### src/rtl/id_ex_stage_if.sv
// rtl/id_ex_stage_if.sv - decode-side inputs and EX-stage outputs of the ID/EX pipeline register
interface id_ex_stage_if #(
    parameter int XLEN = 32,
    parameter int CNTW = 16
);
    // Decode slot (IF/ID side)
    logic            IF_ID_valid;
    logic [XLEN-1:0] IF_ID_pc;
    logic [XLEN-1:0] IF_ID_rd1;
    logic [XLEN-1:0] IF_ID_rd2;
    logic [XLEN-1:0] IF_ID_imm;
    logic [4:0]      IF_ID_rs1;
    logic [4:0]      IF_ID_rs2;
    logic [4:0]      IF_ID_rd;
    logic            IF_ID_uses_rs1;
    logic            IF_ID_uses_rs2;
    logic            IF_ID_RegWrite;
    logic            IF_ID_MemRead;
    logic            IF_ID_MemWrite;
    logic            IF_ID_MemtoReg;
    logic            IF_ID_ALUSrc;
    logic            IF_ID_Branch;
    logic [1:0]      IF_ID_ALUOp;
    logic [2:0]      IF_ID_funct3;
    logic            IF_ID_funct7_5;

    // Pipeline control from EX / memory stages
    logic            flush;
    logic            hold;

    // EX-stage copy
    logic            ID_EX_valid;
    logic [XLEN-1:0] ID_EX_pc;
    logic [XLEN-1:0] ID_EX_rd1;
    logic [XLEN-1:0] ID_EX_rd2;
    logic [XLEN-1:0] ID_EX_imm;
    logic [4:0]      ID_EX_rs1;
    logic [4:0]      ID_EX_rs2;
    logic [4:0]      ID_EX_rd;
    logic            ID_EX_RegWrite;
    logic            ID_EX_MemRead;
    logic            ID_EX_MemWrite;
    logic            ID_EX_MemtoReg;
    logic            ID_EX_ALUSrc;
    logic            ID_EX_Branch;
    logic [1:0]      ID_EX_ALUOp;
    logic [2:0]      ID_EX_funct3;
    logic            ID_EX_funct7_5;

    // Hazard status
    logic            stall;
    logic [CNTW-1:0] bubble_count;

    modport master (
        output IF_ID_valid, IF_ID_pc, IF_ID_rd1, IF_ID_rd2, IF_ID_imm,
               IF_ID_rs1, IF_ID_rs2, IF_ID_rd, IF_ID_uses_rs1, IF_ID_uses_rs2,
               IF_ID_RegWrite, IF_ID_MemRead, IF_ID_MemWrite, IF_ID_MemtoReg,
               IF_ID_ALUSrc, IF_ID_Branch, IF_ID_ALUOp, IF_ID_funct3, IF_ID_funct7_5,
               flush, hold,
        input  ID_EX_valid, ID_EX_pc, ID_EX_rd1, ID_EX_rd2, ID_EX_imm,
               ID_EX_rs1, ID_EX_rs2, ID_EX_rd,
               ID_EX_RegWrite, ID_EX_MemRead, ID_EX_MemWrite, ID_EX_MemtoReg,
               ID_EX_ALUSrc, ID_EX_Branch, ID_EX_ALUOp, ID_EX_funct3, ID_EX_funct7_5,
               stall, bubble_count
    );

    modport slave (
        input  IF_ID_valid, IF_ID_pc, IF_ID_rd1, IF_ID_rd2, IF_ID_imm,
               IF_ID_rs1, IF_ID_rs2, IF_ID_rd, IF_ID_uses_rs1, IF_ID_uses_rs2,
               IF_ID_RegWrite, IF_ID_MemRead, IF_ID_MemWrite, IF_ID_MemtoReg,
               IF_ID_ALUSrc, IF_ID_Branch, IF_ID_ALUOp, IF_ID_funct3, IF_ID_funct7_5,
               flush, hold,
        output ID_EX_valid, ID_EX_pc, ID_EX_rd1, ID_EX_rd2, ID_EX_imm,
               ID_EX_rs1, ID_EX_rs2, ID_EX_rd,
               ID_EX_RegWrite, ID_EX_MemRead, ID_EX_MemWrite, ID_EX_MemtoReg,
               ID_EX_ALUSrc, ID_EX_Branch, ID_EX_ALUOp, ID_EX_funct3, ID_EX_funct7_5,
               stall, bubble_count
    );
endinterface

### src/rtl/id_ex_stage.sv
// rtl/id_ex_stage.sv - ID/EX pipeline register with load-use hazard detection and bubble counter
module id_ex_stage #(
    parameter int XLEN = 32,
    parameter int CNTW = 16
) (
    input  logic          clk,
    input  logic          reset,
    id_ex_stage_if.slave  bus
);

    // One EX-stage slot; an all-zero value is the bubble (valid=0, no side effects).
    typedef struct packed {
        logic            valid;
        logic [XLEN-1:0] pc;
        logic [XLEN-1:0] rd1;
        logic [XLEN-1:0] rd2;
        logic [XLEN-1:0] imm;
        logic [4:0]      rs1;
        logic [4:0]      rs2;
        logic [4:0]      rd;
        logic            reg_write;
        logic            mem_read;
        logic            mem_write;
        logic            mem_to_reg;
        logic            alu_src;
        logic            branch;
        logic [1:0]      alu_op;
        logic [2:0]      funct3;
        logic            funct7_5;
    } ex_slot_t;

    localparam logic [CNTW-1:0] CNT_MAX = {CNTW{1'b1}};
    localparam logic [CNTW-1:0] CNT_ONE = {{(CNTW-1){1'b0}}, 1'b1};

    ex_slot_t        ex_q;
    ex_slot_t        capture;
    logic [CNTW-1:0] bubble_q;
    logic            rs1_hit;
    logic            rs2_hit;
    logic            load_use;

    // Load-use hazard: the load now in EX writes a register the decode slot really reads.
    // rd=x0 never hazards, and a bubble in EX (valid=0, rd=0) cannot re-stall.
    always_comb begin
        rs1_hit  = bus.IF_ID_uses_rs1 && (ex_q.rd == bus.IF_ID_rs1);
        rs2_hit  = bus.IF_ID_uses_rs2 && (ex_q.rd == bus.IF_ID_rs2);
        load_use = ex_q.valid && ex_q.mem_read && (ex_q.rd != 5'd0)
                   && bus.IF_ID_valid && (rs1_hit || rs2_hit);
    end

    // Front-end freeze only when the bubble will actually be inserted this edge.
    assign bus.stall = load_use && !bus.flush && !bus.hold;

    // Slot captured from decode; side-effecting controls are masked for an invalid slot.
    always_comb begin
        capture.valid      = bus.IF_ID_valid;
        capture.pc         = bus.IF_ID_pc;
        capture.rd1        = bus.IF_ID_rd1;
        capture.rd2        = bus.IF_ID_rd2;
        capture.imm        = bus.IF_ID_imm;
        capture.rs1        = bus.IF_ID_rs1;
        capture.rs2        = bus.IF_ID_rs2;
        capture.rd         = bus.IF_ID_rd;
        capture.reg_write  = bus.IF_ID_RegWrite && bus.IF_ID_valid;
        capture.mem_read   = bus.IF_ID_MemRead  && bus.IF_ID_valid;
        capture.mem_write  = bus.IF_ID_MemWrite && bus.IF_ID_valid;
        capture.mem_to_reg = bus.IF_ID_MemtoReg;
        capture.alu_src    = bus.IF_ID_ALUSrc;
        capture.branch     = bus.IF_ID_Branch   && bus.IF_ID_valid;
        capture.alu_op     = bus.IF_ID_ALUOp;
        capture.funct3     = bus.IF_ID_funct3;
        capture.funct7_5   = bus.IF_ID_funct7_5;
    end

    // Register update, priority flush > hold > load-use bubble > capture.
    always_ff @(posedge clk or posedge reset) begin
        if (reset) begin
            ex_q <= '0;
        end else if (bus.flush) begin
            ex_q <= '0;
        end else if (bus.hold) begin
            ex_q <= ex_q;
        end else if (load_use) begin
            ex_q <= '0;
        end else begin
            ex_q <= capture;
        end
    end

    // Saturating count of load-use bubbles only; flush bubbles and held cycles are not counted.
    always_ff @(posedge clk or posedge reset) begin
        if (reset) begin
            bubble_q <= '0;
        end else if (!bus.flush && !bus.hold && load_use && (bubble_q != CNT_MAX)) begin
            bubble_q <= bubble_q + CNT_ONE;
        end
    end

    assign bus.bubble_count   = bubble_q;
    assign bus.ID_EX_valid    = ex_q.valid;
    assign bus.ID_EX_pc       = ex_q.pc;
    assign bus.ID_EX_rd1      = ex_q.rd1;
    assign bus.ID_EX_rd2      = ex_q.rd2;
    assign bus.ID_EX_imm      = ex_q.imm;
    assign bus.ID_EX_rs1      = ex_q.rs1;
    assign bus.ID_EX_rs2      = ex_q.rs2;
    assign bus.ID_EX_rd       = ex_q.rd;
    assign bus.ID_EX_RegWrite = ex_q.reg_write;
    assign bus.ID_EX_MemRead  = ex_q.mem_read;
    assign bus.ID_EX_MemWrite = ex_q.mem_write;
    assign bus.ID_EX_MemtoReg = ex_q.mem_to_reg;
    assign bus.ID_EX_ALUSrc   = ex_q.alu_src;
    assign bus.ID_EX_Branch   = ex_q.branch;
    assign bus.ID_EX_ALUOp    = ex_q.alu_op;
    assign bus.ID_EX_funct3   = ex_q.funct3;
    assign bus.ID_EX_funct7_5 = ex_q.funct7_5;

endmodule

### src/flat_wrapper.sv
// flat-port wrapper written by rule: the top's interface ports become plain ports
module id_ex_stage_flat 
#(
    parameter int XLEN = 32,
    parameter int CNTW = 16
)
  (clk, reset, bus_IF_ID_valid, bus_IF_ID_pc, bus_IF_ID_rd1, bus_IF_ID_rd2, bus_IF_ID_imm, bus_IF_ID_rs1, bus_IF_ID_rs2, bus_IF_ID_rd, bus_IF_ID_uses_rs1, bus_IF_ID_uses_rs2, bus_IF_ID_RegWrite, bus_IF_ID_MemRead, bus_IF_ID_MemWrite, bus_IF_ID_MemtoReg, bus_IF_ID_ALUSrc, bus_IF_ID_Branch, bus_IF_ID_ALUOp, bus_IF_ID_funct3, bus_IF_ID_funct7_5, bus_flush, bus_hold, bus_ID_EX_valid, bus_ID_EX_pc, bus_ID_EX_rd1, bus_ID_EX_rd2, bus_ID_EX_imm, bus_ID_EX_rs1, bus_ID_EX_rs2, bus_ID_EX_rd, bus_ID_EX_RegWrite, bus_ID_EX_MemRead, bus_ID_EX_MemWrite, bus_ID_EX_MemtoReg, bus_ID_EX_ALUSrc, bus_ID_EX_Branch, bus_ID_EX_ALUOp, bus_ID_EX_funct3, bus_ID_EX_funct7_5, bus_stall, bus_bubble_count);
  id_ex_stage_if #(.XLEN(XLEN), .CNTW(CNTW)) bus_i ();
  input  logic clk;
  input  logic reset;
  input wire logic [$bits(bus_i.IF_ID_valid)-1:0] bus_IF_ID_valid;
  input wire logic [$bits(bus_i.IF_ID_pc)-1:0] bus_IF_ID_pc;
  input wire logic [$bits(bus_i.IF_ID_rd1)-1:0] bus_IF_ID_rd1;
  input wire logic [$bits(bus_i.IF_ID_rd2)-1:0] bus_IF_ID_rd2;
  input wire logic [$bits(bus_i.IF_ID_imm)-1:0] bus_IF_ID_imm;
  input wire logic [$bits(bus_i.IF_ID_rs1)-1:0] bus_IF_ID_rs1;
  input wire logic [$bits(bus_i.IF_ID_rs2)-1:0] bus_IF_ID_rs2;
  input wire logic [$bits(bus_i.IF_ID_rd)-1:0] bus_IF_ID_rd;
  input wire logic [$bits(bus_i.IF_ID_uses_rs1)-1:0] bus_IF_ID_uses_rs1;
  input wire logic [$bits(bus_i.IF_ID_uses_rs2)-1:0] bus_IF_ID_uses_rs2;
  input wire logic [$bits(bus_i.IF_ID_RegWrite)-1:0] bus_IF_ID_RegWrite;
  input wire logic [$bits(bus_i.IF_ID_MemRead)-1:0] bus_IF_ID_MemRead;
  input wire logic [$bits(bus_i.IF_ID_MemWrite)-1:0] bus_IF_ID_MemWrite;
  input wire logic [$bits(bus_i.IF_ID_MemtoReg)-1:0] bus_IF_ID_MemtoReg;
  input wire logic [$bits(bus_i.IF_ID_ALUSrc)-1:0] bus_IF_ID_ALUSrc;
  input wire logic [$bits(bus_i.IF_ID_Branch)-1:0] bus_IF_ID_Branch;
  input wire logic [$bits(bus_i.IF_ID_ALUOp)-1:0] bus_IF_ID_ALUOp;
  input wire logic [$bits(bus_i.IF_ID_funct3)-1:0] bus_IF_ID_funct3;
  input wire logic [$bits(bus_i.IF_ID_funct7_5)-1:0] bus_IF_ID_funct7_5;
  input wire logic [$bits(bus_i.flush)-1:0] bus_flush;
  input wire logic [$bits(bus_i.hold)-1:0] bus_hold;
  output wire logic [$bits(bus_i.ID_EX_valid)-1:0] bus_ID_EX_valid;
  output wire logic [$bits(bus_i.ID_EX_pc)-1:0] bus_ID_EX_pc;
  output wire logic [$bits(bus_i.ID_EX_rd1)-1:0] bus_ID_EX_rd1;
  output wire logic [$bits(bus_i.ID_EX_rd2)-1:0] bus_ID_EX_rd2;
  output wire logic [$bits(bus_i.ID_EX_imm)-1:0] bus_ID_EX_imm;
  output wire logic [$bits(bus_i.ID_EX_rs1)-1:0] bus_ID_EX_rs1;
  output wire logic [$bits(bus_i.ID_EX_rs2)-1:0] bus_ID_EX_rs2;
  output wire logic [$bits(bus_i.ID_EX_rd)-1:0] bus_ID_EX_rd;
  output wire logic [$bits(bus_i.ID_EX_RegWrite)-1:0] bus_ID_EX_RegWrite;
  output wire logic [$bits(bus_i.ID_EX_MemRead)-1:0] bus_ID_EX_MemRead;
  output wire logic [$bits(bus_i.ID_EX_MemWrite)-1:0] bus_ID_EX_MemWrite;
  output wire logic [$bits(bus_i.ID_EX_MemtoReg)-1:0] bus_ID_EX_MemtoReg;
  output wire logic [$bits(bus_i.ID_EX_ALUSrc)-1:0] bus_ID_EX_ALUSrc;
  output wire logic [$bits(bus_i.ID_EX_Branch)-1:0] bus_ID_EX_Branch;
  output wire logic [$bits(bus_i.ID_EX_ALUOp)-1:0] bus_ID_EX_ALUOp;
  output wire logic [$bits(bus_i.ID_EX_funct3)-1:0] bus_ID_EX_funct3;
  output wire logic [$bits(bus_i.ID_EX_funct7_5)-1:0] bus_ID_EX_funct7_5;
  output wire logic [$bits(bus_i.stall)-1:0] bus_stall;
  output wire logic [$bits(bus_i.bubble_count)-1:0] bus_bubble_count;
  assign bus_i.IF_ID_valid = bus_IF_ID_valid;
  assign bus_i.IF_ID_pc = bus_IF_ID_pc;
  assign bus_i.IF_ID_rd1 = bus_IF_ID_rd1;
  assign bus_i.IF_ID_rd2 = bus_IF_ID_rd2;
  assign bus_i.IF_ID_imm = bus_IF_ID_imm;
  assign bus_i.IF_ID_rs1 = bus_IF_ID_rs1;
  assign bus_i.IF_ID_rs2 = bus_IF_ID_rs2;
  assign bus_i.IF_ID_rd = bus_IF_ID_rd;
  assign bus_i.IF_ID_uses_rs1 = bus_IF_ID_uses_rs1;
  assign bus_i.IF_ID_uses_rs2 = bus_IF_ID_uses_rs2;
  assign bus_i.IF_ID_RegWrite = bus_IF_ID_RegWrite;
  assign bus_i.IF_ID_MemRead = bus_IF_ID_MemRead;
  assign bus_i.IF_ID_MemWrite = bus_IF_ID_MemWrite;
  assign bus_i.IF_ID_MemtoReg = bus_IF_ID_MemtoReg;
  assign bus_i.IF_ID_ALUSrc = bus_IF_ID_ALUSrc;
  assign bus_i.IF_ID_Branch = bus_IF_ID_Branch;
  assign bus_i.IF_ID_ALUOp = bus_IF_ID_ALUOp;
  assign bus_i.IF_ID_funct3 = bus_IF_ID_funct3;
  assign bus_i.IF_ID_funct7_5 = bus_IF_ID_funct7_5;
  assign bus_i.flush = bus_flush;
  assign bus_i.hold = bus_hold;
  assign bus_ID_EX_valid = bus_i.ID_EX_valid;
  assign bus_ID_EX_pc = bus_i.ID_EX_pc;
  assign bus_ID_EX_rd1 = bus_i.ID_EX_rd1;
  assign bus_ID_EX_rd2 = bus_i.ID_EX_rd2;
  assign bus_ID_EX_imm = bus_i.ID_EX_imm;
  assign bus_ID_EX_rs1 = bus_i.ID_EX_rs1;
  assign bus_ID_EX_rs2 = bus_i.ID_EX_rs2;
  assign bus_ID_EX_rd = bus_i.ID_EX_rd;
  assign bus_ID_EX_RegWrite = bus_i.ID_EX_RegWrite;
  assign bus_ID_EX_MemRead = bus_i.ID_EX_MemRead;
  assign bus_ID_EX_MemWrite = bus_i.ID_EX_MemWrite;
  assign bus_ID_EX_MemtoReg = bus_i.ID_EX_MemtoReg;
  assign bus_ID_EX_ALUSrc = bus_i.ID_EX_ALUSrc;
  assign bus_ID_EX_Branch = bus_i.ID_EX_Branch;
  assign bus_ID_EX_ALUOp = bus_i.ID_EX_ALUOp;
  assign bus_ID_EX_funct3 = bus_i.ID_EX_funct3;
  assign bus_ID_EX_funct7_5 = bus_i.ID_EX_funct7_5;
  assign bus_stall = bus_i.stall;
  assign bus_bubble_count = bus_i.bubble_count;
  id_ex_stage #(.XLEN(XLEN), .CNTW(CNTW)) u_core (.clk(clk), .reset(reset), .bus(bus_i));
endmodule
### config.mk
export PLATFORM = sky130hd
export DESIGN_NAME = id_ex_stage_flat
export DESIGN_NICKNAME = d
export VERILOG_FILES = /design/src/rtl/id_ex_stage_if.sv /design/src/rtl/id_ex_stage.sv /design/src/flat_wrapper.sv
export SDC_FILE = /design/constraint.sdc
export NUM_CORES = 1
export LEC_CHECK = 0
export ABC_AREA = 1
export ABC_CLOCK_PERIOD_IN_PS = 6100
export BUFFER_PORTS_ARGS = -buffer_cell sky130_fd_sc_hd__buf_2
export CORE_ASPECT_RATIO = 0.8
export CORE_UTILIZATION = 43
export DETAILED_ROUTE_END_ITERATION = 16
export GPL_TIMING_DRIVEN = 0
export PLACE_DENSITY_LB_ADDON = 0.12
export SKIP_LAST_GASP = 1
export SLEW_MARGIN = 20
export SYNTH_ARGS = -nofsm -noshare
export SYNTH_HDL_FRONTEND = slang
export SYNTH_SLANG_ARGS = --single-unit
### constraint.sdc
create_clock -name clk -period 6.1 [get_ports clk]
set_clock_uncertainty 0.15 [all_clocks]
set_input_delay 1.22 -clock clk [delete_from_list [all_inputs] [get_ports clk]]
set_output_delay 1.22 -clock clk [all_outputs]
set_load 0.02 [all_outputs]
-- Word level (Yosys, flattened, before mapping)
Index checks and enable logic that the tools add are counted.
- eq/ne operators: 4
- muxes and demuxes: 3
- $add $sub $neg: 1
- reductions and logical operators: 19
- operators with widths (cell ; number):
    2-to-1 mux 156 bit ; 3
    adder 16 x 1 -> 16 bit, second input constant ; 1
    != test 16 bit, second input constant ; 1
    logical AND 1 bit ; 15
    == test 5 bit ; 2
    nonzero test 5 bit ; 1
    logical NOT 1 bit ; 2
    != test 2 bit, second input constant ; 1
    logical OR 1 bit ; 1
- word-level logic and storage cells: 45
- output and inout bits: 173
- bits in registers: 172
- bits of input ports: 162

-- Logic depth before layout (Yosys ltp)
Gate-level depths: netlist of the first run.
- word-level depth: 7
- depth in mapped cells: 11
- gate-level depth less buffers: 10

-- Worst setup path before layout of the first run
OpenSTA, ideal clock, no wires.
- path kind: input -> output
- start point: in bus_IF_ID_rs2[0]
- end point: out bus_stall
- required time: 4.730 ns
- data arrival time: 1.889 ns
- cell stages on the path: 8
- buffers on the path: 0
- setup slack: 2.841 ns
- cells stage by stage: inv_1 -> nand2_1 -> nand2_1 -> nor2_1 -> nand3_1 -> nand2_2 -> nand3_2 -> inv_1
- word-level cells in the longest chain between the ends: 6
- RTL lines (item ; RTL line ; text):
    start, declared ; flat_wrapper.sv:17 ; input wire logic [$bits(bus_i.IF_ID_rs2)-1:0] bus_IF_ID_rs2;
    == test 5 bit ; id_ex_stage.sv:46 ; rs2_hit = bus.IF_ID_uses_rs2 && (ex_q.rd == bus.IF_ID_rs2);
    logical AND 1 bit ; id_ex_stage.sv:46 ;
    logical OR 1 bit ; id_ex_stage.sv:48 ; && bus.IF_ID_valid && (rs1_hit || rs2_hit);
    logical AND 1 bit ; id_ex_stage.sv:48 ;
    logical AND 1 bit (2 in a row) ; id_ex_stage.sv:52 ; assign bus.stall = load_use && !bus.flush && !bus.hold;
    end, declared ; flat_wrapper.sv:49 ; output wire logic [$bits(bus_i.stall)-1:0] bus_stall;
Every way passes these cells.

-- Worst setup path in the final report of the first run
- start point: in bus_IF_ID_rs1[2]
- end point: out bus_stall
- word-level cells in the longest chain between the ends: 6
- RTL lines (item ; RTL line ; text):
    start, declared ; flat_wrapper.sv:16 ; input wire logic [$bits(bus_i.IF_ID_rs1)-1:0] bus_IF_ID_rs1;
    == test 5 bit ; id_ex_stage.sv:45 ; rs1_hit = bus.IF_ID_uses_rs1 && (ex_q.rd == bus.IF_ID_rs1);
    logical AND 1 bit ; id_ex_stage.sv:45 ;
    logical OR 1 bit ; id_ex_stage.sv:48 ;
    logical AND 1 bit ; id_ex_stage.sv:48 ;
    logical AND 1 bit (2 in a row) ; id_ex_stage.sv:52 ;
Every way passes these cells.

==> results of run 1 <==
per-stage QoR:
step | setup WS, ps | power, mW | hold slack [ps] | utilization [%] | instances
floorplan | 69.9 | 1.43 | 439 | - | 872
global placement | -2010 | 1.58 | 307 | 56.1 | 1426
detailed placement | 2490 | 1.58 | 310 | 56.3 | 1427
CTS | 2490 | 2.65 | 327 | 59.7 | 1458
global route | 2320 | 2.74 | 342 | 59.8 | 1460
finish | 2470 | 2.63 | 323 | 59.8 | 1461
critical path: cells and delay by family:
family,cells,cell delay (ps)
buffers and inverters,4,460
and+or+nand+nor,6,570
power groups by stage:
| stage | Sequential (mW) | Clock (mW) | Combinational (mW) |
|---|---|---|---|
| 3_3_place_gp | 1.25 | 0 | 0.330 |
| 5_1_grt | 1.23 | 1.14 | 0.365 |
| 6_report | 1.23 | 1.07 | 0.332 |
| 2_1_floorplan | 1.32 | 0 | 0.104 |
| 3_5_place_dp | 1.25 | 0 | 0.336 |
| 4_1_cts | 1.23 | 1.09 | 0.336 |
synthesized netlist by cell type:
cell | n | area (sq um)
sky130_fd_sc_hd__o21bai_1 | 1 | 7.51
sky130_fd_sc_hd__nand2_1 | 394 | 1480
sky130_fd_sc_hd__nor2_4 | 1 | 11.3
sky130_fd_sc_hd__inv_2 | 3 | 11.3
sky130_fd_sc_hd__xor2_1 | 9 | 78.8
sky130_fd_sc_hd__dfrtp_1 | 172 | 4300
sky130_fd_sc_hd__nand3_1 | 163 | 816
sky130_fd_sc_hd__buf_6 | 17 | 191
sky130_fd_sc_hd__buf_2 | 17 | 85.1
sky130_fd_sc_hd__nor3_1 | 4 | 20.0
sky130_fd_sc_hd__nand4_1 | 8 | 50.1
sky130_fd_sc_hd__nor2_1 | 19 | 71.3
sky130_fd_sc_hd__ha_1 | 1 | 12.5
sky130_fd_sc_hd__xnor2_1 | 4 | 35.0
sky130_fd_sc_hd__nand2_2 | 2 | 12.5
sky130_fd_sc_hd__and3_1 | 1 | 6.26
sky130_fd_sc_hd__inv_1 | 30 | 113
sky130_fd_sc_hd__nor2_2 | 1 | 6.26
sky130_fd_sc_hd__nand3b_1 | 1 | 7.51
sky130_fd_sc_hd__clkbuf_1 | 18 | 67.6
sky130_fd_sc_hd__nand3_2 | 1 | 10.0
sky130_fd_sc_hd__o21ai_0 | 4 | 20.0
sky130_fd_sc_hd__nand4_2 | 1 | 12.5
cell type report:
| cell class | count | area, sq um |
|---|---|---|
| tap | 220 | 275 |
| buffer | 52 | 344 |
| clock buffer | 18 | 429 |
| antenna | 3 | 7.51 |
| timing repair buffer | 335 | 1700 |
| clock inverter | 13 | 144 |
| inverter | 33 | 131 |
| sequential | 172 | 4300 |
| multi-input combinational | 615 | 2660 |
| fill | 1566 | 6720 |
worst max-delay path by stage:
stage	startpoint	to	slack (ps)	cells past startpoint
final	bus_IF_ID_rs1[2]	bus_stall	2470	10
after global routing	bus_IF_ID_rs1[3]	bus_stall	2320	10
after CTS	bus_IF_ID_rs1[4]	bus_stall	2490	10
after detailed placement	bus_IF_ID_rs1[4]	bus_stall	2490	10
after global placement	reset	u_core.bus.ID_EX_imm[26]$_DFFE_PP0P_	-2010	2
after floorplan	reset	u_core.bus.ID_EX_ALUOp[0]$_DFFE_PP0P_	70	1
state kept, by name, indices dropped and copies added (netlist names):
name / count
u_core.bus.ID_EX_rd1: 32
u_core.bus.ID_EX_MemWrite: 1
u_core.bus.ID_EX_imm: 32
u_core.bus.ID_EX_funct7_5: 1
u_core.bus.ID_EX_funct3: 3
u_core.bus.ID_EX_valid: 1
u_core.bus.ID_EX_rs1: 5
u_core.bus.ID_EX_RegWrite: 1
u_core.bus.ID_EX_MemtoReg: 1
u_core.bus.ID_EX_Branch: 1
u_core.bus.bubble_count: 16
u_core.bus.ID_EX_ALUOp: 2
u_core.bus.ID_EX_rd: 5
u_core.bus.ID_EX_MemRead: 1
u_core.bus.ID_EX_rd2: 32
u_core.bus.ID_EX_pc: 32
u_core.bus.ID_EX_ALUSrc: 1
u_core.bus.ID_EX_rs2: 5
metal layers:
metal	vias to the layer above	GRT usage [%]	share of wire, %
li1	3486	-	-
met1	3300	32.8	42
met5	-	0	0.050
met2	251	40.2	48
met4	2	9.06	2.0
met3	32	6.81	7.5
cell families after synthesis:
family | count (synthesis) | share of synthesized area, %
AND/OR/NAND/NOR | 596 | 33.7
flip-flops | 172 | 57.9
XOR/XNOR | 13 | 1.53
AO/OA/AOI/OAI | 5 | 0.371
buffers and inverters | 85 | 6.30
adder cells (fa/ha/maj) | 1 | 0.168
==> Implementation_results.wiki, run 1 <==
{| class="wikitable"
! Metric !! Value
|-
| Run status || finished clean
|-
| Fraction of layout cells with a size suffix above 1 || 33.0%
|-
| Logic depth of the worst register-to-register path || 8
|-
| Clk_lat worst skew || 420 ps
|-
| Number of antenna violations at the first check in global routing || 4
|-
| Via density || 4.84
|-
| Origin of the critical flop-to-flop path || u_core.bus.bubble_count[0]$_DFFE_PP0P_
|-
| Routed wire length || 22,100 um
|-
| Global route total overflow || 0
|-
| Number of clock buffers inserted by TritonCTS || 17
|-
| Leading cell types in the layout, fill and taps excluded || 394 x sky130_fd_sc_hd__nand2_1, 351 x sky130_fd_sc_hd__buf_2, 172 x sky130_fd_sc_hd__dfrtp_1
|-
| Worst hold path type || reg2reg
|-
| Cell Pwr Density || 264 nW/um^2
|-
| Critical register-to-register path endpoint || u_core.bus.bubble_count[3]$_DFFE_PP0P_
|-
| Mapped cell area || 7430 sq um
|-
| Number of gates given a new drive strength after cts || 0
|-
| Critical path cell sequence || buf_2, inv_1, nand2_1, nand2_1, nor2_1, nand3_1, nand2_2, nand3_2, inv_1, buf_2
|-
| Rows || 42
|-
| Vias in the first global route || 6,569
|-
| IO buf count || 334
|-
| Mapped Nets || 1,035
|-
| Seq cells post-synth || 172
|-
| Number of sinks on the clock net || 172
|-
| Floorplan die width || 149 um
|-
| Final period demand of the worst path || 3630 ps
|-
| Net switching power figure || 0.716 mW
|-
| Placeable core region || 16,700 sq um
|-
| Routability congestion estimate from global placement || 0.849
|-
| Number of maximum-capacitance violations || 0
|-
| Number of warnings issued by yosys || 0
|-
| Endpoint arrival time on the critical path || 2260 ps
|-
| Die area || 17,800 sq um
|-
| Launching element type of the critical path || input port
|-
| Initial drt markers || 395
|-
| Cell-internal power || 1.92 mW
|-
| Total number of nets in the final design || 1,389
|-
| Routed wire length per instance || 15.1 um
|-
| Root Buffer || sky130_fd_sc_hd__clkbuf_16
|-
| TritonCTS clock tree || yes
|-
| Depth of the CTS H-tree || 4
|-
| Clock transition at the registers of the reported paths || 60 ps
|-
| Total iterations of the first detailed-routing run || 5
|-
| Detailed-route DRC error count || 0
|-
| Most common cell after layout, fill and taps aside || sky130_fd_sc_hd__nand2_1
|-
| First-pass GRT wire length || 34,200 um
|-
| Crit Path Category || in2out
|-
| Setup repair after global routing missed its margin || no
|-
| Mean instance size in the synthesized netlist || 8.52 sq um
|-
| Relative slew slack || 39.8%
|-
| Relative contribution of the clock network to total power || 40.8%
|-
| Final setup violating endpoints || 0
|-
| Cells after Synth || 872
|-
| Starting Density || 44.5%
|-
| Global router's overall resource usage || 25.2%
|-
| Vias post-DR || 7,071
|-
| CP max stage delay || 180 ps
|-
| Library cells used by synthesis || 23
|-
| Slowest-stage cell, CP || sky130_fd_sc_hd__buf_2
|-
| Proportion of synthesized chip area in sequential cells || 57.9%
|-
| Count of antenna-violating nets left after detailed routing || 0
|-
| Worst min-delay path endpoint || u_core.bus.ID_EX_rd2[29]$_DFFE_PP0P_
|-
| Detailed Place HPWL || 16,200 um
|-
| Number of buffers on the longest clock path || 2
|-
| Ports placed on the boundary || 335
|-
| Number of buffers inserted to repair setup after CTS || 0
|-
| Final cell area excluding filler cells || 9990 sq um
|-
| Power share of the sequential group || 46.6%
|-
| Die height || 120 um
|-
| Max Transition Viols Final || 0
|-
| Hold depth || 2
|-
| Pin count of the biggest net entering global routing || 102
|-
| Start point of the worst hold path || u_core.bus.ID_EX_rd2[29]$_DFFE_PP0P_
|-
| Achievable Freq || 0.276 GHz
|-
| Maximum fanout encountered on the critical timing path || 4
|-
| Final setup TNS || 0 ps
|-
| Instance area at placement || 9410 sq um
|-
| Count of hold-fix buffers inserted at cts || 0
|-
| Data required time at the worst endpoint || 4730 ps
|-
| Switching Fraction || 27.2%
|-
| Endpoint type of the worst setup path || output port
|-
| Syn-to-layout area delta || 34.5%
|-
| Post-route clock period utilization || 59.5%
|-
| Worst Max-Slew Pin Slew || 903 ps
|-
| Number of hold violations in the final report || 0
|-
| Cell leakage power || 6.07 nW
|-
| FF-to-FF setup slack || 4140 ps
|-
| Combinational cell fraction of total power || 12.6%
|-
| Worst-case vdd ir drop || 0.185 mV
|}
(Power assumes the default switching activity.)
==> run 2, diff against run 1 <==
--- a/config.mk
+++ b/config.mk
@@ -5,12 +5,12 @@
 export SDC_FILE = /design/constraint.sdc
 export NUM_CORES = 1
 export LEC_CHECK = 0
-export ABC_AREA = 1
-export ABC_CLOCK_PERIOD_IN_PS = 6100
+export ABC_AREA = 0
+export ABC_CLOCK_PERIOD_IN_PS = 3500
 export BUFFER_PORTS_ARGS = -buffer_cell sky130_fd_sc_hd__buf_2
-export CORE_ASPECT_RATIO = 0.8
-export CORE_UTILIZATION = 43
+export CORE_AREA = 2 2 131 133
 export DETAILED_ROUTE_END_ITERATION = 16
+export DIE_AREA = 0 0 133 135
 export GPL_TIMING_DRIVEN = 0
 export PLACE_DENSITY_LB_ADDON = 0.12
 export SKIP_LAST_GASP = 1
==> constraint.sdc (replaced) <==
create_clock -name clk -period 3.5 [get_ports clk]
set_clock_uncertainty 0.15 [all_clocks]
set_input_delay 0.7 -clock clk [delete_from_list [all_inputs] [get_ports clk]]
set_output_delay 0.7 -clock clk [all_outputs]
set_load 0.02 [all_outputs]
==> run 2 against run 1 <==
  * Setup slack worse by 2300 ps
  * Global-route usage shrank 2.8 points
  * Cell count is 29% lower
  * Clock-buffer cell count is 1 lower
  * Total power up 85%
  * Flip-flop and latch count did not move
  * Non-clock buffer count decreased by 11
  * Sequential share of layout area increased by 3.4 points
  * Critical path type is now reg2out
==> Implementation_results.wiki, run 2 <==
{| class="wikitable"
! Metric !! Value
|-
| Mapped Nets || 613
|-
| Pin count of the biggest net entering global routing || 37
|-
| Synth Flop Type || sky130_fd_sc_hd__dfrtp_1
|-
| Global router's overall resource usage || 22.4%
|-
| Floorplan die width || 133 um
|-
| Endpoint type of the worst setup path || output port
|-
| Maximum fanout encountered on the critical timing path || 10
|-
| Seq cells post-synth || 172
|-
| Instance area at placement || 8600 sq um
|-
| Die area || 18,000 sq um
|-
| First-pass GRT wire length || 30,600 um
|-
| Total placed cells including tap cells || 1,009
|-
| Via density || 5.16
|-
| Crit path to || bus_stall
|-
| Mean instance size in the synthesized netlist || 14.5 sq um
|-
| Worst hold path type || in2async
|-
| Total number of nets in the final design || 971
|-
| Number of hold violations in the final report || 0
|-
| Number of maximum-capacitance violations || 0
|-
| Met3 capacity usage during global routing || 7.85%
|-
| Routed wire length per instance || 19.4 um
|-
| Cells after Synth || 450
|-
| Cell leakage power || 5.01 nW
|-
| Detailed Place HPWL || 15,300 um
|-
| Vias post-DR || 5,374
|-
| Depth of the CTS H-tree || 4
|-
| Library cells used by synthesis || 30
|-
| Final setup violating endpoints || 0
|-
| Relative slew slack || 53.7%
|-
| Die height || 135 um
|-
| Endpoint arrival time on the critical path || 2490 ps
|-
| Number of gates given a new drive strength after cts || 0
|-
| Initial drt markers || 287
|-
| Routed wire length || 20,200 um
|-
| Count of flip-flops with a built-in enable after synthesis || 0
|-
| Number of antenna violations at the first check in global routing || 2
|-
| Most common cell after layout, fill and taps aside || sky130_fd_sc_hd__buf_2
|-
| Proportion of synthesized chip area in sequential cells || 65.7%
|-
| Final cell area excluding filler cells || 9260 sq um
|-
| Syn-to-layout area delta || 41.4%
|-
| Cell Pwr Density || 525 nW/um^2
|-
| Crit Path Category || reg2out
|-
| Top area cells in the synthesized netlist || sky130_fd_sc_hd__dfrtp_1 66%, sky130_fd_sc_hd__a22o_1 18%, sky130_fd_sc_hd__xnor2_1 3.2%, sky130_fd_sc_hd__a22o_2 2.8%, sky130_fd_sc_hd__buf_6 2.1%
|-
| Logic depth of the worst register-to-register path || 7
|-
| Setup repair after global routing missed its margin || no
|-
| Rows || 47
|-
| Critical register-to-register path endpoint || u_core.bus.ID_EX_pc[31]$_DFFE_PP0P_
|-
| Start point of the critical path || u_core.bus.ID_EX_rd[4]$_DFFE_PP0P_
|-
| Data required time at the worst endpoint || 2650 ps
|-
| Placeable core region || 16,400 sq um
|-
| Most frequent cells after synthesis || 172 x sky130_fd_sc_hd__dfrtp_1, 134 x sky130_fd_sc_hd__a22o_1, 24 x sky130_fd_sc_hd__xnor2_1, 19 x sky130_fd_sc_hd__clkbuf_1, 18 x sky130_fd_sc_hd__a22o_2
|-
| Worst Max-Slew Pin Slew || 695 ps
|-
| IO buf count || 334
|-
| Number of warnings issued by yosys || 0
|-
| Clock transition at the registers of the reported paths || 70 ps
|-
| Most used routing layer in global routing || met2
|-
| Vias in the first global route || 5,536
|-
| Run status || finished clean
|-
| Global route total overflow || 0
|-
| Detailed-route DRC error count || 0
|-
| Count of antenna-violating nets left after detailed routing || 0
|-
| Clk_lat worst skew || 430 ps
|-
| Achievable Freq || 0.300 GHz
|-
| Final period demand of the worst path || 3340 ps
|-
| Share of flip-flops with an asynchronous set or reset after synthesis || 100%
|-
| Final-layout worst hold slack || 149 ps
|-
| Post-route clock period utilization || 95.3%
|-
| Number of buffers on the longest clock path || 2
|-
| Top-area cell type share of the netlist area || 65.7%
|-
| Total iterations of the first detailed-routing run || 5
|-
| Routing usage on met1 || 26.4%
|-
| Root Buffer || sky130_fd_sc_hd__clkbuf_16
|-
| Count of hold-fix buffers inserted at cts || 0
|-
| TritonCTS clock tree || yes
|-
| Routability congestion estimate from global placement || 0.864
|-
| Leading cell types in the layout, fill and taps excluded || 335 x sky130_fd_sc_hd__buf_2, 172 x sky130_fd_sc_hd__dfrtp_1, 134 x sky130_fd_sc_hd__a22o_1
|-
| Starting Density || 39.9%
|-
| Number of buffers inserted to repair setup after CTS || 0
|-
| Met2 Track Usage GR || 38.5%
|-
| Mapped cell area || 6550 sq um
|-
| Finished Layout Cells || 1,042
|-
| Launching element type of the critical path || register
|-
| FF-to-FF setup slack || 980 ps
|-
| Worst-case vdd ir drop || 0.323 mV
|-
| Ports placed on the boundary || 335
|-
| Most numerous cell in the Yosys netlist || sky130_fd_sc_hd__dfrtp_1
|-
| Number of clock buffers inserted by TritonCTS || 17
|-
| Number of sinks on the clock net || 172
|-
| Synth area leader || sky130_fd_sc_hd__dfrtp_1
|-
| Fraction of layout cells with a size suffix above 1 || 50.3%
|-
| Origin of the critical flop-to-flop path || u_core.bus.ID_EX_rd[1]$_DFFE_PP0P_
|-
| Max Transition Viols Final || 0
|}
[run 2: cell types whose count changed in the layout (fill, tap and decap cells not counted), moves of 5 or more]
cell / delta
sky130_fd_sc_hd__inv_1: -28
sky130_fd_sc_hd__nand3_1: -153
sky130_fd_sc_hd__buf_6: -5
sky130_fd_sc_hd__and3_1: +5
sky130_fd_sc_hd__xnor2_1: +20
sky130_fd_sc_hd__buf_2: -16
sky130_fd_sc_hd__xor2_1: -9
sky130_fd_sc_hd__buf_12: +5
sky130_fd_sc_hd__a22o_1: +134
sky130_fd_sc_hd__nor2_1: -13
sky130_fd_sc_hd__nand2_1: -385
sky130_fd_sc_hd__a22o_2: +18
[run 2: worst min path at each step]
stage | end | cells past startpoint
2_1_floorplan | u_core.bus.bubble_count[11]$_DFFE_PP0P_ | 1
3_3_place_gp | u_core.bus.ID_EX_RegWrite$_DFFE_PP0P_ | 1
3_5_place_dp | u_core.bus.ID_EX_rd2[25]$_DFFE_PP0P_ | 1
4_1_cts | u_core.bus.ID_EX_rd2[10]$_DFFE_PP0P_ | 2
5_1_grt | u_core.bus.ID_EX_rd1[17]$_DFFE_PP0P_ | 2
6_report | u_core.bus.ID_EX_rd1[20]$_DFFE_PP0P_ | 2
[run 2: routing by layer]
metal,up-vias,wire [um]
li1,2435,-
met2,268,10200
met3,24,1650
met5,-,17
met1,2645,8110
met4,2,282
[run 2: cell type report]
| class | instances | area, sq um |
|---|---|---|
| flip-flops and latches | 172 | 4300 |
| multi-input cells | 239 | 1960 |
| clock inverters | 15 | 233 |
| clock buffers | 17 | 425 |
| inverters | 2 | 11.3 |
| repair buffers | 339 | 1770 |
| well taps | 220 | 275 |
| fillers | 1419 | 7150 |
| diodes | 1 | 2.50 |
| plain buffers | 37 | 270 |
[run 2: cell families after synthesis]
family / count (synthesis) / share of synthesized area, %
AO/OA/AOI/OAI: 160 / 21.9
multiplexers: 2 / 0.344
XOR/XNOR: 24 / 3.21
buffers and inverters: 39 / 4.24
adder cells (fa/ha/maj): 1 / 0.191
flip-flops: 172 / 65.7
AND/OR/NAND/NOR: 52 / 4.32
[run 2: per-stage QoR]
step | utilization, % | TNS [ps] | power (mW) | worst slack, ps
floorplan | - | 0 | 2.51 | 453
global placement | 51.8 | -80380 | 2.77 | -477
detailed placement | 52.4 | 0 | 2.80 | 279
CTS | 56.4 | 0 | 4.91 | 130
global route | 56.4 | 0 | 5.04 | 14.0
finish | 56.4 | 0 | 4.86 | 165
[run 2: critical path, stage by stage (launching register included)]
cell and delay, ps:
sky130_fd_sc_hd__dfrtp_1 450, sky130_fd_sc_hd__xnor2_1 230, sky130_fd_sc_hd__nand4_1 130, sky130_fd_sc_hd__o22ai_2 450
sky130_fd_sc_hd__clkbuf_1 380, sky130_fd_sc_hd__and3_1 250, sky130_fd_sc_hd__buf_2 170
[run 2: power breakdown]
part | total [mW] | switching (mW) | internal [mW]
clock network | 2.10 | 0.823 | 1.28
logic | 0.610 | 0.353 | 0.257
registers | 2.15 | 0.0622 | 2.09
total | 4.86 | 1.24 | 3.63
